$ cat config.mk
export PLATFORM = sky130hd
export DESIGN_NAME = rf_wb_arbiter_flat
export DESIGN_NICKNAME = d
export VERILOG_FILES = /design/src/rtl/rf_wb_arbiter_pkg.sv /design/src/rtl/rf_wb_arbiter_if.sv /design/src/rtl/rf_scoreboard.sv /design/src/rtl/rf_wb_arbiter.sv /design/src/flat_wrapper.sv
export SDC_FILE = /design/constraint.sdc
export NUM_CORES = 1
export LEC_CHECK = 0
export BUFFER_PORTS_ARGS = -buffer_cell sky130_fd_sc_hd__buf_2
export CAP_MARGIN = 30
export CELL_PAD_IN_SITES_DETAIL_PLACEMENT = 0
export CELL_PAD_IN_SITES_GLOBAL_PLACEMENT = 1
export CORE_ASPECT_RATIO = 1.75
export CORE_MARGIN = 5
export CORE_UTILIZATION = 30
export DETAILED_ROUTE_END_ITERATION = 10
export PLACE_DENSITY_LB_ADDON = 0.1
export SETUP_SLACK_MARGIN = 0.3
export SYNTH_ARGS = -nofsm -noshare
export SYNTH_HDL_FRONTEND = slang
export SYNTH_SLANG_ARGS = --single-unit
$ cat constraint.sdc
create_clock -name clk -period 5.9 [get_ports clk]
set_clock_uncertainty 0.05 [all_clocks]
set_input_delay 0.59 -clock clk [delete_from_list [all_inputs] [get_ports clk]]
set_output_delay 0.59 -clock clk [all_outputs]
set_load 0.02 [all_outputs]
$ cat src/rtl/rf_wb_arbiter_pkg.sv
// Shared types and constants for the register-file writeback arbiter.
// Build option: RF_WB_BYPASS_EN (see rf_wb_arbiter.sv).
package rf_wb_arbiter_pkg;

   localparam int REG_ADDR_W = 5;
   localparam int REG_DATA_W = 32;
   localparam int NUM_REGS   = 32;
   localparam int PEND_CNT_W = 6;
   localparam logic [REG_ADDR_W-1:0] ZERO_REG = 5'd0;

   // Arbiter state: NORMAL lets the pipe win, HOLD forces one mc grant.
   typedef enum logic {
      ARB_NORMAL = 1'b0,
      ARB_HOLD   = 1'b1
   } arb_state_t;

   // Number of set bits in a register mask.
   function automatic logic [PEND_CNT_W-1:0] popcount(input logic [NUM_REGS-1:0] v);
      logic [PEND_CNT_W-1:0] n;
      n = '0;
      for (int i = 0; i < NUM_REGS; i++) begin
         n = n + PEND_CNT_W'(v[i]);
      end
      return n;
   endfunction

endpackage

$ cat src/rtl/rf_wb_arbiter_if.sv
// Writeback sources feeding the arbiter: the pipe write (no backpressure)
// and the multi-cycle unit result handshake.
// Build option: RF_WB_BYPASS_EN has no effect on this interface.
//
// Handshake: the mc result transfers on a cycle where mc_valid && mc_ready
// are both high at the rising edge; mc_valid/mc_wa/mc_wd must stay stable
// until that cycle. mc_ready is combinational from the current inputs and
// arbiter state. pipe_we has no ready: when pipe_stall is high the
// writeback stage keeps its write and presents it again.
interface rf_wb_arbiter_if;
   import rf_wb_arbiter_pkg::*;

   logic                  pipe_we;
   logic [REG_ADDR_W-1:0] pipe_wa;
   logic [REG_DATA_W-1:0] pipe_wd;
   logic                  mc_valid;
   logic [REG_ADDR_W-1:0] mc_wa;
   logic [REG_DATA_W-1:0] mc_wd;
   logic                  mc_ready;

   modport master (
      output pipe_we, pipe_wa, pipe_wd, mc_valid, mc_wa, mc_wd,
      input  mc_ready
   );

   modport slave (
      input  pipe_we, pipe_wa, pipe_wd, mc_valid, mc_wa, mc_wd,
      output mc_ready
   );

endinterface

$ cat src/rtl/rf_scoreboard.sv
// Pending-register scoreboard for in-flight mc ops: set on issue, clear on
// mc commit, registered popcount and the decode hazard lookup.
// Build option: RF_WB_BYPASS_EN masks a same-cycle clear out of the hazard.
module rf_scoreboard
   import rf_wb_arbiter_pkg::*;
(
   input  logic                  clk,
   input  logic                  rst_n,
   input  logic                  set_v,
   input  logic [REG_ADDR_W-1:0] set_wa,
   input  logic                  clr_v,
   input  logic [REG_ADDR_W-1:0] clr_wa,
   input  logic [REG_ADDR_W-1:0] ra1,
   input  logic [REG_ADDR_W-1:0] ra2,
   input  logic [REG_ADDR_W-1:0] wa,
   input  logic                  wa_v,
   output logic [NUM_REGS-1:0]   pending,
   output logic [PEND_CNT_W-1:0] pend_cnt,
   output logic                  hz
);

   logic [NUM_REGS-1:0] set_mask;
   logic [NUM_REGS-1:0] clr_mask;
   logic [NUM_REGS-1:0] pending_next;
   logic [NUM_REGS-1:0] pend_view;

   // Build set/clear masks; set is applied after clear so it wins on a tie.
   always_comb begin
      set_mask = '0;
      clr_mask = '0;
      if (set_v && set_wa != ZERO_REG) set_mask[set_wa] = 1'b1;
      if (clr_v)                       clr_mask[clr_wa] = 1'b1;
      pending_next = (pending & ~clr_mask) | set_mask;
   end

   // Pending vector and its population count, both registered.
   always_ff @(posedge clk or negedge rst_n) begin
      if (!rst_n) begin
         pending  <= '0;
         pend_cnt <= '0;
      end else begin
         pending  <= pending_next;
         pend_cnt <= popcount(pending_next);
      end
   end

   // Hazard view: with the bypass, a register completing this cycle is
   // already readable, so it no longer blocks decode.
   always_comb begin
`ifdef RF_WB_BYPASS_EN
      pend_view = pending & ~clr_mask;
`else
      pend_view = pending;
`endif
      hz = (pend_view[ra1] && ra1 != ZERO_REG) ||
           (pend_view[ra2] && ra2 != ZERO_REG) ||
           (wa_v && pend_view[wa] && wa != ZERO_REG);
   end

endmodule

$ cat src/rtl/rf_wb_arbiter.sv
// Register-file write port arbiter between the pipe writeback and the
// multi-cycle unit, with starvation hold, pending scoreboard and a sticky
// protocol error flag.
// Build option: RF_WB_BYPASS_EN forwards the granted write to rd1/rd2 and
// lets a completing mc result clear the decode hazard in its commit cycle.
// STARVE_MAX must be 1..15 and below 2**CNT_W.
module rf_wb_arbiter
   import rf_wb_arbiter_pkg::*;
#(
   parameter int STARVE_MAX = 4,
   parameter int CNT_W      = 4
) (
   input  logic                  clk,
   input  logic                  rst_n,
   rf_wb_arbiter_if.slave        wb,
   input  logic                  issue_v,
   input  logic [REG_ADDR_W-1:0] issue_wa,
   input  logic [REG_ADDR_W-1:0] dec_ra1,
   input  logic [REG_ADDR_W-1:0] dec_ra2,
   input  logic [REG_ADDR_W-1:0] dec_wa,
   input  logic                  dec_wa_v,
   output logic                  pipe_stall,
   output logic                  rf_we,
   output logic [REG_ADDR_W-1:0] rf_wa,
   output logic [REG_DATA_W-1:0] rf_wd,
   input  logic [REG_DATA_W-1:0] rf_rd1_in,
   input  logic [REG_DATA_W-1:0] rf_rd2_in,
   output logic [REG_DATA_W-1:0] rd1,
   output logic [REG_DATA_W-1:0] rd2,
   output logic [PEND_CNT_W-1:0] pend_cnt,
   output logic                  err,
   output arb_state_t            dbg_state
);

   arb_state_t          state;
   arb_state_t          state_next;
   logic                hold;
   logic                pe;
   logic                me;
   logic                grant_pipe;
   logic                mc_hs;
   logic [CNT_W-1:0]    starve_cnt;
   logic [CNT_W-1:0]    starve_next;
   logic [NUM_REGS-1:0] pending;
   logic                hz;
   logic                err_hit;

   assign hold      = (state == ARB_HOLD);
   assign dbg_state = state;

   // Grant and write-port mux: the pipe wins unless a hold forces mc through.
   always_comb begin
      pe          = wb.pipe_we && wb.pipe_wa != ZERO_REG;
      me          = wb.mc_valid;
      wb.mc_ready = hold || !pe;
      grant_pipe  = pe && !hold;
      mc_hs       = me && wb.mc_ready;
      if (grant_pipe) begin
         rf_we = 1'b1;
         rf_wa = wb.pipe_wa;
         rf_wd = wb.pipe_wd;
      end else begin
         rf_we = mc_hs && wb.mc_wa != ZERO_REG;
         rf_wa = wb.mc_wa;
         rf_wd = wb.mc_wd;
      end
   end

   // Count consecutive denied mc cycles, saturating; any grant or idle resets.
   always_comb begin
      starve_next = '0;
      if (me && !wb.mc_ready) begin
         starve_next = (starve_cnt == {CNT_W{1'b1}}) ? starve_cnt
                                                      : starve_cnt + CNT_W'(1);
      end
   end

   // Enter HOLD for exactly one cycle once the denial run reaches the limit.
   always_comb begin
      state_next = ARB_NORMAL;
      if (state == ARB_NORMAL && me && starve_next == CNT_W'(STARVE_MAX)) begin
         state_next = ARB_HOLD;
      end
   end

   // Arbiter state and starvation counter registers.
   always_ff @(posedge clk or negedge rst_n) begin
      if (!rst_n) begin
         state      <= ARB_NORMAL;
         starve_cnt <= '0;
      end else begin
         state      <= state_next;
         starve_cnt <= starve_next;
      end
   end

   rf_scoreboard u_sb (
      .clk      (clk),
      .rst_n    (rst_n),
      .set_v    (issue_v),
      .set_wa   (issue_wa),
      .clr_v    (mc_hs),
      .clr_wa   (wb.mc_wa),
      .ra1      (dec_ra1),
      .ra2      (dec_ra2),
      .wa       (dec_wa),
      .wa_v     (dec_wa_v),
      .pending  (pending),
      .pend_cnt (pend_cnt),
      .hz       (hz)
   );

   assign pipe_stall = hz || hold;

   // Protocol violations: pipe overwriting an in-flight destination, a second
   // issue to a still-pending register, or an mc result nobody was waiting for.
   always_comb begin
      err_hit = 1'b0;
      if (grant_pipe && pending[wb.pipe_wa]) err_hit = 1'b1;
      if (issue_v && issue_wa != ZERO_REG && pending[issue_wa] &&
          !(mc_hs && wb.mc_wa == issue_wa)) err_hit = 1'b1;
      if (mc_hs && wb.mc_wa != ZERO_REG && !pending[wb.mc_wa]) err_hit = 1'b1;
   end

   // Sticky error flag, cleared only by reset.
   always_ff @(posedge clk or negedge rst_n) begin
      if (!rst_n) err <= 1'b0;
      else        err <= err || err_hit;
   end

   // Decode read data, optionally forwarded from this cycle's register write.
   always_comb begin
`ifdef RF_WB_BYPASS_EN
      rd1 = (rf_we && rf_wa == dec_ra1 && dec_ra1 != ZERO_REG) ? rf_wd : rf_rd1_in;
      rd2 = (rf_we && rf_wa == dec_ra2 && dec_ra2 != ZERO_REG) ? rf_wd : rf_rd2_in;
`else
      rd1 = rf_rd1_in;
      rd2 = rf_rd2_in;
`endif
   end

endmodule

$ cat src/flat_wrapper.sv
// flat-port wrapper written by rule: the top's interface ports become plain ports
module rf_wb_arbiter_flat import rf_wb_arbiter_pkg::*;
#(
   parameter int STARVE_MAX = 4,
   parameter int CNT_W      = 4
)
  (clk, rst_n, issue_v, issue_wa, dec_ra1, dec_ra2, dec_wa, dec_wa_v, pipe_stall, rf_we, rf_wa, rf_wd, rf_rd1_in, rf_rd2_in, rd1, rd2, pend_cnt, err, dbg_state, wb_pipe_we, wb_pipe_wa, wb_pipe_wd, wb_mc_valid, wb_mc_wa, wb_mc_wd, wb_mc_ready);
  rf_wb_arbiter_if wb_i ();
  input  logic clk;
  input  logic rst_n;
  input  logic issue_v;
  input  logic [REG_ADDR_W-1:0] issue_wa;
  input  logic [REG_ADDR_W-1:0] dec_ra1;
  input  logic [REG_ADDR_W-1:0] dec_ra2;
  input  logic [REG_ADDR_W-1:0] dec_wa;
  input  logic dec_wa_v;
  output logic pipe_stall;
  output logic rf_we;
  output logic [REG_ADDR_W-1:0] rf_wa;
  output logic [REG_DATA_W-1:0] rf_wd;
  input  logic [REG_DATA_W-1:0] rf_rd1_in;
  input  logic [REG_DATA_W-1:0] rf_rd2_in;
  output logic [REG_DATA_W-1:0] rd1;
  output logic [REG_DATA_W-1:0] rd2;
  output logic [PEND_CNT_W-1:0] pend_cnt;
  output logic err;
  output arb_state_t dbg_state;
  input wire logic [$bits(wb_i.pipe_we)-1:0] wb_pipe_we;
  input wire logic [$bits(wb_i.pipe_wa)-1:0] wb_pipe_wa;
  input wire logic [$bits(wb_i.pipe_wd)-1:0] wb_pipe_wd;
  input wire logic [$bits(wb_i.mc_valid)-1:0] wb_mc_valid;
  input wire logic [$bits(wb_i.mc_wa)-1:0] wb_mc_wa;
  input wire logic [$bits(wb_i.mc_wd)-1:0] wb_mc_wd;
  output wire logic [$bits(wb_i.mc_ready)-1:0] wb_mc_ready;
  assign wb_i.pipe_we = wb_pipe_we;
  assign wb_i.pipe_wa = wb_pipe_wa;
  assign wb_i.pipe_wd = wb_pipe_wd;
  assign wb_i.mc_valid = wb_mc_valid;
  assign wb_i.mc_wa = wb_mc_wa;
  assign wb_i.mc_wd = wb_mc_wd;
  assign wb_mc_ready = wb_i.mc_ready;
  rf_wb_arbiter #(.STARVE_MAX(STARVE_MAX), .CNT_W(CNT_W)) u_core (.clk(clk), .rst_n(rst_n), .wb(wb_i), .issue_v(issue_v), .issue_wa(issue_wa), .dec_ra1(dec_ra1), .dec_ra2(dec_ra2), .dec_wa(dec_wa), .dec_wa_v(dec_wa_v), .pipe_stall(pipe_stall), .rf_we(rf_we), .rf_wa(rf_wa), .rf_wd(rf_wd), .rf_rd1_in(rf_rd1_in), .rf_rd2_in(rf_rd2_in), .rd1(rd1), .rd2(rd2), .pend_cnt(pend_cnt), .err(err), .dbg_state(dbg_state));
endmodule
==> load_flow_metrics.sql, run 1 <==
INSERT INTO impl_metrics (metric_group, metric, value, unit) VALUES
('synthesis', 'synth-seq-area-share', '20.6', '%'),
('critical_path', 'cp_slowest_stage_delay', '0.60', 'ns'),
('cts', 'cts_tree', 'built', ''),
('critical_path', 'endpoint_kind', 'flop', ''),
('route', 'drcViolationCount', '0', ''),
('synthesis', 'synth_area_leader_cell', 'dfrtp_1', ''),
('final_layout', 'areaGrowthSynthToFinish', '21.8', '%'),
('grt', 'gr-max-usage-layer', 'met2', ''),
('run', 'cap_violations', '0', ''),
('final_layout', 'net_total_in_the_final_layout', '915', ''),
('placed_design', 'place.detailed.instances', '941', ''),
('route', 'vias', '5074', ''),
('placed_design', 'placement.setup.worst_slack', '-0.215', 'ns'),
('grt', 'grt.total_usage', '19.5', '%'),
('cts', 'cts.clk_slew.worst_paths', '0.07', 'ns'),
('grt', 'via_count_of_the_first_global_routing_pass', '5284', ''),
('power_and_ir_drop', 'peakVddDrop', '2.17', 'mV'),
('critical_path', 'worst_r2r_path_depth', '19', ''),
('critical_path', 'critical_path.cell_chain', 'buf_8 -> nor4b_4 -> a22oi_2 -> or2_4 -> o21ai_1 -> o21ai_1 -> fa_1 -> inv_1 -> fa_1 -> inv_1 -> fa_1 -> fa_2 -> inv_2 -> fa_2 -> fa_1 -> inv_2 -> ha_4 -> fa_2 -> a21o_1 -> a21oi_2 -> xnor2_1', ''),
('sta', 'totalNegativeSetupSlack', '0', 'ns'),
('synthesis', 'synth_top_flop_cell', 'dfrtp_1', ''),
('sta', 'final_critical_path_setup_slack', '0.164', 'ns'),
('synthesis', 'synth_top_cells_by_count', 'nand2_1, buf_4, o21ai_0', ''),
('critical_path', 'critical-path-top-cell-by-count', 'fa_1', ''),
('floorplan', 'ioPinCount', '276', ''),
('floorplan', 'floorplan.die_area', '20700', 'sq um'),
('critical_path', 'critPathKind', 'in2reg', ''),
('placed_design', 'post-dp-hpwl', '17300', 'um'),
('critical_path', 'critical_path_arrival', '5.91', 'ns'),
('power_and_ir_drop', 'leakagePower', '3.01', 'nW'),
('final_layout', 'drive_above_1_share', '42.1', '%'),
('route', 'route.detailed.vias_per_inst', '5.34', ''),
('route', 'drt-wirelength-per-cell', '22.0', 'um'),
('grt', 'met1_usage', '18.2', '%'),
('synthesis', 'synthesis.instances', '600', ''),
('sta', 'slew_at_the_pin_closest_to_its_max_slew_limit', '0.898', 'ns'),
('grt', 'global_route.overflow_total', '0', ''),
('final_layout', 'num_antenna_cells', '0', ''),
('sta', 'report.final.setup_viol', '0', ''),
('floorplan', 'placementRows', '64', ''),
('critical_path', 'timing.critical_path.buf_inv', '5', ''),
('floorplan', 'chipWidth', '111', 'um'),
('cts', 'tritoncts_buffers', '5', ''),
('sta', 'post-route-period-util', '97.2', '%'),
('synthesis', 'synthDominantCellAreaShare', '20.6', '%'),
('synthesis', 'syn_area_per_cell', '8.93', 'sq um'),
('grt', 'met3_usage', '4.28', '%'),
('cts', 'clockBufferDepth', '2', ''),
('min_path', 'holdCritPathClass', 'in2async', ''),
('sta', 'fmax', '0.174', 'GHz'),
('power_and_ir_drop', 'power-per-cell-area', '694', 'nW/um^2'),
('cts', 'clkSinkCount', '44', ''),
('synthesis', 'yosys_warnings', '0', ''),
('sta', 'finalHoldViolCount', '0', ''),
('grt', 'pin_count_of_the_biggest_net_entering_global_routing', '37', ''),
('sta', 'minimum_clock_period', '5.74', 'ns'),
('floorplan', 'placeableCoreArea', '17500', 'sq um'),
('synthesis', 'synth.net_count', '796', ''),
('cts', 'cts_hold_buf', '0', ''),
('placed_design', 'finalWeightedCongestion', '0.871', ''),
('status', 'outcome', 'completed', ''),
('synthesis', 'synth-edff-count', '0', ''),
('synthesis', 'post_synthesis_async_set_or_reset_flop_share', '100', '%'),
('critical_path', 'cp-start-kind', 'primary input', ''),
('synthesis', 'synthesis.area', '5360', 'sq um'),
('cts', 'root_buffer', 'clkbuf_16', ''),
('sta', 'final_report_max_slew_violation_count', '0', ''),
('synthesis', 'most_frequently_used_cell_type_in_the_post_synthesis_netlist', 'nand2_1', ''),
('final_layout', 'non_filler_cells_in_the_finished_layout', '950', ''),
('grt', 'grt_antenna_before_repair', '0', ''),
('grt', 'grt_pass1_wl', '31300', 'um');
-- stage by stage --
step | hold slack [ns] | utilization, % | cell area (sq um) | power [W]
CTS | 0.169 | 37.1 | 6500 | 0.00455
finish | 0.163 | 37.2 | 6520 | 0.00452
floorplan | 0.244 | - | 5440 | 0.00304
detailed placement | 0.488 | 36.0 | 6320 | 0.00412
global placement | 0.499 | 35.8 | 6280 | 0.00408
global route | 0.192 | 37.2 | 6520 | 0.00500
-- power by group --
group          total, W  internal [W]  switching, W
clock network  0.000278      0.000154      0.000124
logic           0.00368       0.00185       0.00183
registers      0.000570      0.000440      0.000129
total           0.00452       0.00244       0.00208
-- cell usage in the layout, fill, tap and decap left out, types with 8 or more instances in the layout --
master / Yosys / layout
buf_2: 5 / 145
nand2_1: 118 / 118
buf_4: 64 / 62
o21ai_0: 63 / 49
dfrtp_1: 44 / 44
mux4_2: 38 / 38
mux2i_1: 26 / 26
inv_1: 27 / 22
o21a_1: 19 / 19
fa_1: 24 / 19
nand3_1: 12 / 12
nor2b_1: 10 / 10
nand2b_1: 9 / 9
mux2_2: 9 / 9
nor2_1: 9 / 8
-- state kept, by name, summed over array words and instances (netlist names) --
| signal | count |
|---|---|
| u_core.dbg_state | 1 |
| u_core.starve_cnt | 4 |
| u_core.u_sb.pend_cnt | 6 |
| u_core.err | 1 |
| u_core.u_sb.pending | 32 |
-- area by class of cell --
cell class | count | area (sq um)
Tap cell | 231 | 289
Inverter | 27 | 101
Sequential cell | 44 | 1100
Clock buffer | 5 | 125
Multi-Input combinational cell | 429 | 3630
Clock inverter | 2 | 12.5
Timing Repair Buffer | 212 | 1260
Fill cell | 1835 | 11000
-- metal layers --
metal	share of wire, %	routed length (um)
met3	6.9	1450
met1	32	6580
met2	55	11500
met4	6.1	1280
met5	0	0
-- logic make-up (layout without fill, tap and decap cells) --
group	after synthesis	in the layout	synth area share, %
simple gates	192	192	16.5
compound gates	123	123	14.3
xor+xnor	9	9	1.47
flops	44	44	20.6
buf+inv	127	246	13.5
mux	73	73	22.7
fa+ha+maj	32	32	10.8
-- repair_timing --
| item | 4_1_cts | 5_1_grt |
|---|---|---|
| setup buffers | 2 | 0 |
| setup endpoints to repair | 4 | 5 |
| pin swaps | 6 | 7 |
| resized for setup | 15 | 7 |
-- worst paths after layout --
kind,start,endpoint,slack (ns)
min in group clk,u_core.u_sb.pending[11],u_core.u_sb.pending[11],0.48
worst max register to register,u_core.dbg_state,u_core.u_sb.pend_cnt[4],0.23
worst min-delay path,rst_n,u_core.u_sb.pending[7],0.16
max in group asynchronous,rst_n,u_core.err,5.11
worst min register to register,u_core.u_sb.pending[11],u_core.u_sb.pending[11],0.48
worst max-delay path,wb_pipe_wa[0],u_core.u_sb.pend_cnt[4],0.16
Note: power is estimated with default switching activity, not from simulation.
==> run 2: changes to the inputs <==
--- a/config.mk
+++ b/config.mk
@@ -5,15 +5,17 @@
 export SDC_FILE = /design/constraint.sdc
 export NUM_CORES = 1
 export LEC_CHECK = 0
+export ABC_AREA = 1
 export BUFFER_PORTS_ARGS = -buffer_cell sky130_fd_sc_hd__buf_2
 export CAP_MARGIN = 30
 export CELL_PAD_IN_SITES_DETAIL_PLACEMENT = 0
 export CELL_PAD_IN_SITES_GLOBAL_PLACEMENT = 1
 export CORE_ASPECT_RATIO = 1.75
 export CORE_MARGIN = 5
-export CORE_UTILIZATION = 30
+export CORE_UTILIZATION = 28
 export DETAILED_ROUTE_END_ITERATION = 10
 export PLACE_DENSITY_LB_ADDON = 0.1
+export REMOVE_ABC_BUFFERS = 1
 export SETUP_SLACK_MARGIN = 0.3
 export SYNTH_ARGS = -nofsm -noshare
 export SYNTH_HDL_FRONTEND = slang
==> constraint.sdc (replaced) <==
create_clock -name clk -period 5.9 [get_ports clk]
set_clock_uncertainty 0.05 [all_clocks]
set_input_delay 1.18 -clock clk [delete_from_list [all_inputs] [get_ports clk]]
set_output_delay 1.18 -clock clk [all_outputs]
set_load 0.02 [all_outputs]
==> run 2 against run 1 <==
  * The run now ends with setup timing left
  * First-iteration DRC count increased by 77%
  * Flip-flop and latch count stayed put
  * Synthesized cell count grew 57%
==> load_flow_metrics.sql, run 2 <==
INSERT INTO impl_metrics (metric_group, metric, value, unit) VALUES
('grt', 'grt_antenna_before_repair', '0', ''),
('route', 'vias', '6888', ''),
('floorplan', 'chipWidth', '118', 'um'),
('placed_design', 'finalWeightedCongestion', '0.909', ''),
('power_and_ir_drop', 'p_int', '0.00295', 'W'),
('synthesis', 'synth-seq-area-share', '19.3', '%'),
('synthesis', 'netlist_top_cells_area', 'nand2_1, dfrtp_1, buf_4, fa_1, inv_1', ''),
('synthesis', 'synth_top_flop_cell', 'dfrtp_1', ''),
('cts', 'cts_tree', 'built', ''),
('critical_path', 'critPathKind', 'in2reg', ''),
('floorplan', 'placeableCoreArea', '20200', 'sq um'),
('cts', 'htree_num_levels', '2', ''),
('grt', 'gr-max-usage-layer', 'met2', ''),
('route', 'drcViolationCount', '0', ''),
('sta', 'minimum_clock_period', '6.23', 'ns'),
('synthesis', 'most_frequently_used_cell_type_in_the_post_synthesis_netlist', 'nand2_1', ''),
('final_layout', 'layout_commonest_cell', 'nand2_1', ''),
('power_and_ir_drop', 'pwr-share-seq', '10.4', '%'),
('status', 'failed_checks', 'setup timing', ''),
('cts', 'cts_hold_buf', '0', ''),
('synthesis', 'synthesis.instances', '940', ''),
('final_layout', 'layout.cell_area.non_filler', '7790', 'sq um'),
('route', 'detail-route-antenna-nets', '0', ''),
('floorplan', 'floorplan.die_area', '23400', 'sq um'),
('placed_design', 'postPlaceCellArea', '6960', 'sq um'),
('power_and_ir_drop', 'leakagePower', '4.25', 'nW'),
('sta', 'post-route-period-util', '106', '%'),
('route', 'first_iter_violations', '353', ''),
('synthesis', 'synthDominantCellAreaShare', '22.3', '%'),
('synthesis', 'synth.lib_cells_used.distinct', '33', ''),
('sta', 'fmax', '0.160', 'GHz'),
('grt', 'met1_usage', '26.1', '%'),
('synthesis', 'yosys_warnings', '0', ''),
('critical_path', 'critical_path_arrival', '6.37', 'ns'),
('sta', 'finalHoldViolCount', '0', ''),
('final_layout', 'reg_top3', 'u_core.u_sb.pending x32, u_core.u_sb.pend_cnt x6, u_core.starve_cnt x4', ''),
('critical_path', 'endpoint_kind', 'flop', ''),
('final_layout', 'net_total_in_the_final_layout', '1356', ''),
('synthesis', 'synth-edff-count', '0', ''),
('cts', 'tritoncts_buffers', '5', ''),
('sta', 'final_report_max_slew_violation_count', '0', ''),
('floorplan', 'placementRows', '69', ''),
('placed_design', 'post-dp-hpwl', '25700', 'um'),
('placed_design', 'port-buffer-count', '147', ''),
('synthesis', 'synthesis.area', '5700', 'sq um'),
('grt', 'grt.total_usage', '26.0', '%'),
('power_and_ir_drop', 'comb_power_share', '83.5', '%'),
('run', 'cap_violations', '0', ''),
('synthesis', 'syn_area_per_cell', '6.06', 'sq um'),
('power_and_ir_drop', 'clock_power_share', '6.1', '%'),
('floorplan', 'starting_utilization_of_the_core_area', '28.2', '%'),
('final_layout', 'utilization', '38.5', '%'),
('sta', 'final_critical_path_setup_slack', '-0.332', 'ns'),
('synthesis', 'post_synthesis_async_set_or_reset_flop_share', '100', '%'),
('final_layout', 'registers.top_by_ff_count', 'u_core.u_sb.pending', ''),
('sta', 'rsz0062_at_grt', 'yes', ''),
('grt', 'via_count_of_the_first_global_routing_pass', '7007', ''),
('power_and_ir_drop', 'total_power', '0.00554', 'W'),
('final_layout', 'largest_register_ffs', '32', ''),
('status', 'outcome', 'finished, violations left', ''),
('route', 'route.detailed.vias_per_inst', '4.89', ''),
('grt', 'global_route.overflow_total', '0', ''),
('min_path', 'holdCritPathClass', 'reg2reg', ''),
('cts', 'clkSinkCount', '44', ''),
('final_layout', 'areaGrowthSynthToFinish', '36.6', '%'),
('placed_design', 'placement.setup.worst_slack', '-0.813', 'ns'),
('floorplan', 'ioPinCount', '276', ''),
('critical_path', 'critical_path_required', '6.04', 'ns'),
('route', 'detail_route.first_pass.iterations', '5', ''),
('critical_path', 'critical_path_peak_fanout', '3', ''),
('synthesis', 'synth_area_leader_cell', 'nand2_1', ''),
('final_layout', 'multiInputGateArea', '3590', 'sq um'),
('power_and_ir_drop', 'peakVddDrop', '2.66', 'mV'),
('sta', 'maxSlewHeadroom', '55.6', '%'),
('cts', 'cts.clk_slew.worst_paths', '0.07', 'ns'),
('final_layout', 'nFillCells', '2269', ''),
('synthesis', 'synth_register_bits', '44', ''),
('power_and_ir_drop', 'switching_share', '46.7', '%'),
('grt', 'grt_pass1_wl', '45500', 'um'),
('grt', 'pin_count_of_the_biggest_net_entering_global_routing', '42', ''),
('grt', 'global_route.usage.met2', '46.3', '%'),
('cts', 'clockBufferDepth', '2', ''),
('floorplan', 'dieHeight', '199', 'um'),
('sta', 'slew_at_the_pin_closest_to_its_max_slew_limit', '0.659', 'ns'),
('power_and_ir_drop', 'power-per-cell-area', '712', 'nW/um^2'),
('power_and_ir_drop', 'power_switching', '0.00259', 'W'),
('final_layout', 'drive_above_1_share', '31.2', '%'),
('critical_path', 'cp-start-kind', 'primary input', ''),
('final_layout', 'layout.cells.most_common_list', 'nand2_1, buf_2, buf_4, inv_1, nand3_1', ''),
('synthesis', 'synth_top_cells_by_count', 'nand2_1, inv_1, nand3_1', ''),
('cts', 'root_buffer', 'clkbuf_16', ''),
('route', 'drt-total-wl', '31800', 'um'),
('sta', 'report.final.setup_viol', '6', ''),
('route', 'drt-wirelength-per-cell', '22.5', 'um'),
('cts', 'clk-insertion-delay-late', '0.30', 'ns'),
('grt', 'met3_usage', '10.4', '%'),
('final_layout', 'register_area', '1100', 'sq um'),
('final_layout', 'num_antenna_cells', '0', '');
-- run 2: stage by stage --
stage / instances / hold slack (ns) / setup TNS [ns]
after floorplan: 848 / 0.479 / -2.62
after global placement: 1354 / 0.431 / -3.35
after detailed placement: 1355 / 0.429 / -3.39
after CTS: 1403 / 0.446 / -0.953
after global routing: 1409 / 0.462 / -2.44
final: 1409 / 0.438 / -1.40
-- run 2: cell families (layout without fill, tap and decap cells) --
kind of cell             Yosys count  count (layout)  share of synthesized area, %
AO/OA/AOI/OAI                    144             144                          13.4
XOR/XNOR                           9               9                          1.38
adder cells (fa/ha/maj)           32              32                          10.2
buffers and inverters            222             443                          19.9
flip-flops                        44              44                          19.3
AND/OR/NAND/NOR                  489             489                          35.8
-- run 2: power groups by stage --
| stage | registers (W) | clock network [W] | logic, W |
|---|---|---|---|
| 3_3_place_gp | 0.000580 | 0 | 0.00385 |
| 3_5_place_dp | 0.000577 | 0 | 0.00375 |
| 4_1_cts | 0.000573 | 0.000342 | 0.00445 |
| 5_1_grt | 0.000582 | 0.000354 | 0.00513 |
| 2_1_floorplan | 0.000522 | 0 | 0.00222 |
| 6_report | 0.000578 | 0.000335 | 0.00463 |
-- run 2: path summary, 6_finish.rpt --
kind / from / to / slack, ns / depth (start not counted)
hold reg to reg: u_core.err / u_core.err / 0.44 / 2
setup / recovery: wb_pipe_wa[2] / u_core.u_sb.pend_cnt[5] / -0.33 / 27
min in group asynchronous: rst_n / u_core.starve_cnt[0] / 0.70 / 1
max in group asynchronous: rst_n / u_core.u_sb.pending[31] / 4.61 / 2
setup reg to reg: u_core.dbg_state / u_core.u_sb.pend_cnt[5] / 0.31 / 25
hold / removal: u_core.err / u_core.err / 0.44 / 2
-- run 2: layout make-up --
type                            count  share of cell area, %
Inverter                          130                   6.36
Timing Repair Buffer              305                   27.2
Multi-Input combinational cell    674                   46.1
Clock inverter                      3                  0.595
Tap cell                          248                   3.99
Sequential cell                    44                   14.1
Clock buffer                        5                   1.61
-- run 2: layer usage --
metal | routed length (um) | vias to the layer above | share of wire (%)
met5 | 89 | - | 0.28
met4 | 1710 | 4 | 5.4
met3 | 2890 | 77 | 9.1
met2 | 16100 | 313 | 51
met1 | 11000 | 3157 | 35
li1 | - | 3337 | -
-- run 2: what timing repair did --
item                                    CTS  global route
endpoints found under the setup margin    6             7
pin swaps                                16            10
gates resized for setup                  50            42
buffers inserted                         40             6
hold endpoints to repair                  0             0
-- run 2: worst max-delay path, cell delays in order --
cell and delay (ns):
buf_8 0.10, nor2_4 0.13, nand4_4 0.10, nand2_4 0.09
nand2_4 0.06, inv_6 0.07, nand3_4 0.08, buf_6 0.15
o21ai_4 0.17, o21ai_2 0.09, inv_1 0.09, fa_1 0.44
inv_2 0.07, fa_1 0.45, fa_1 0.52, fa_1 0.55
inv_1 0.05, fa_1 0.46, fa_1 0.54, inv_2 0.05
ha_4 0.15, buf_4 0.13, buf_6 0.10, buf_6 0.10
a31oi_4 0.19, nor2_1 0.07, o21a_1 0.16
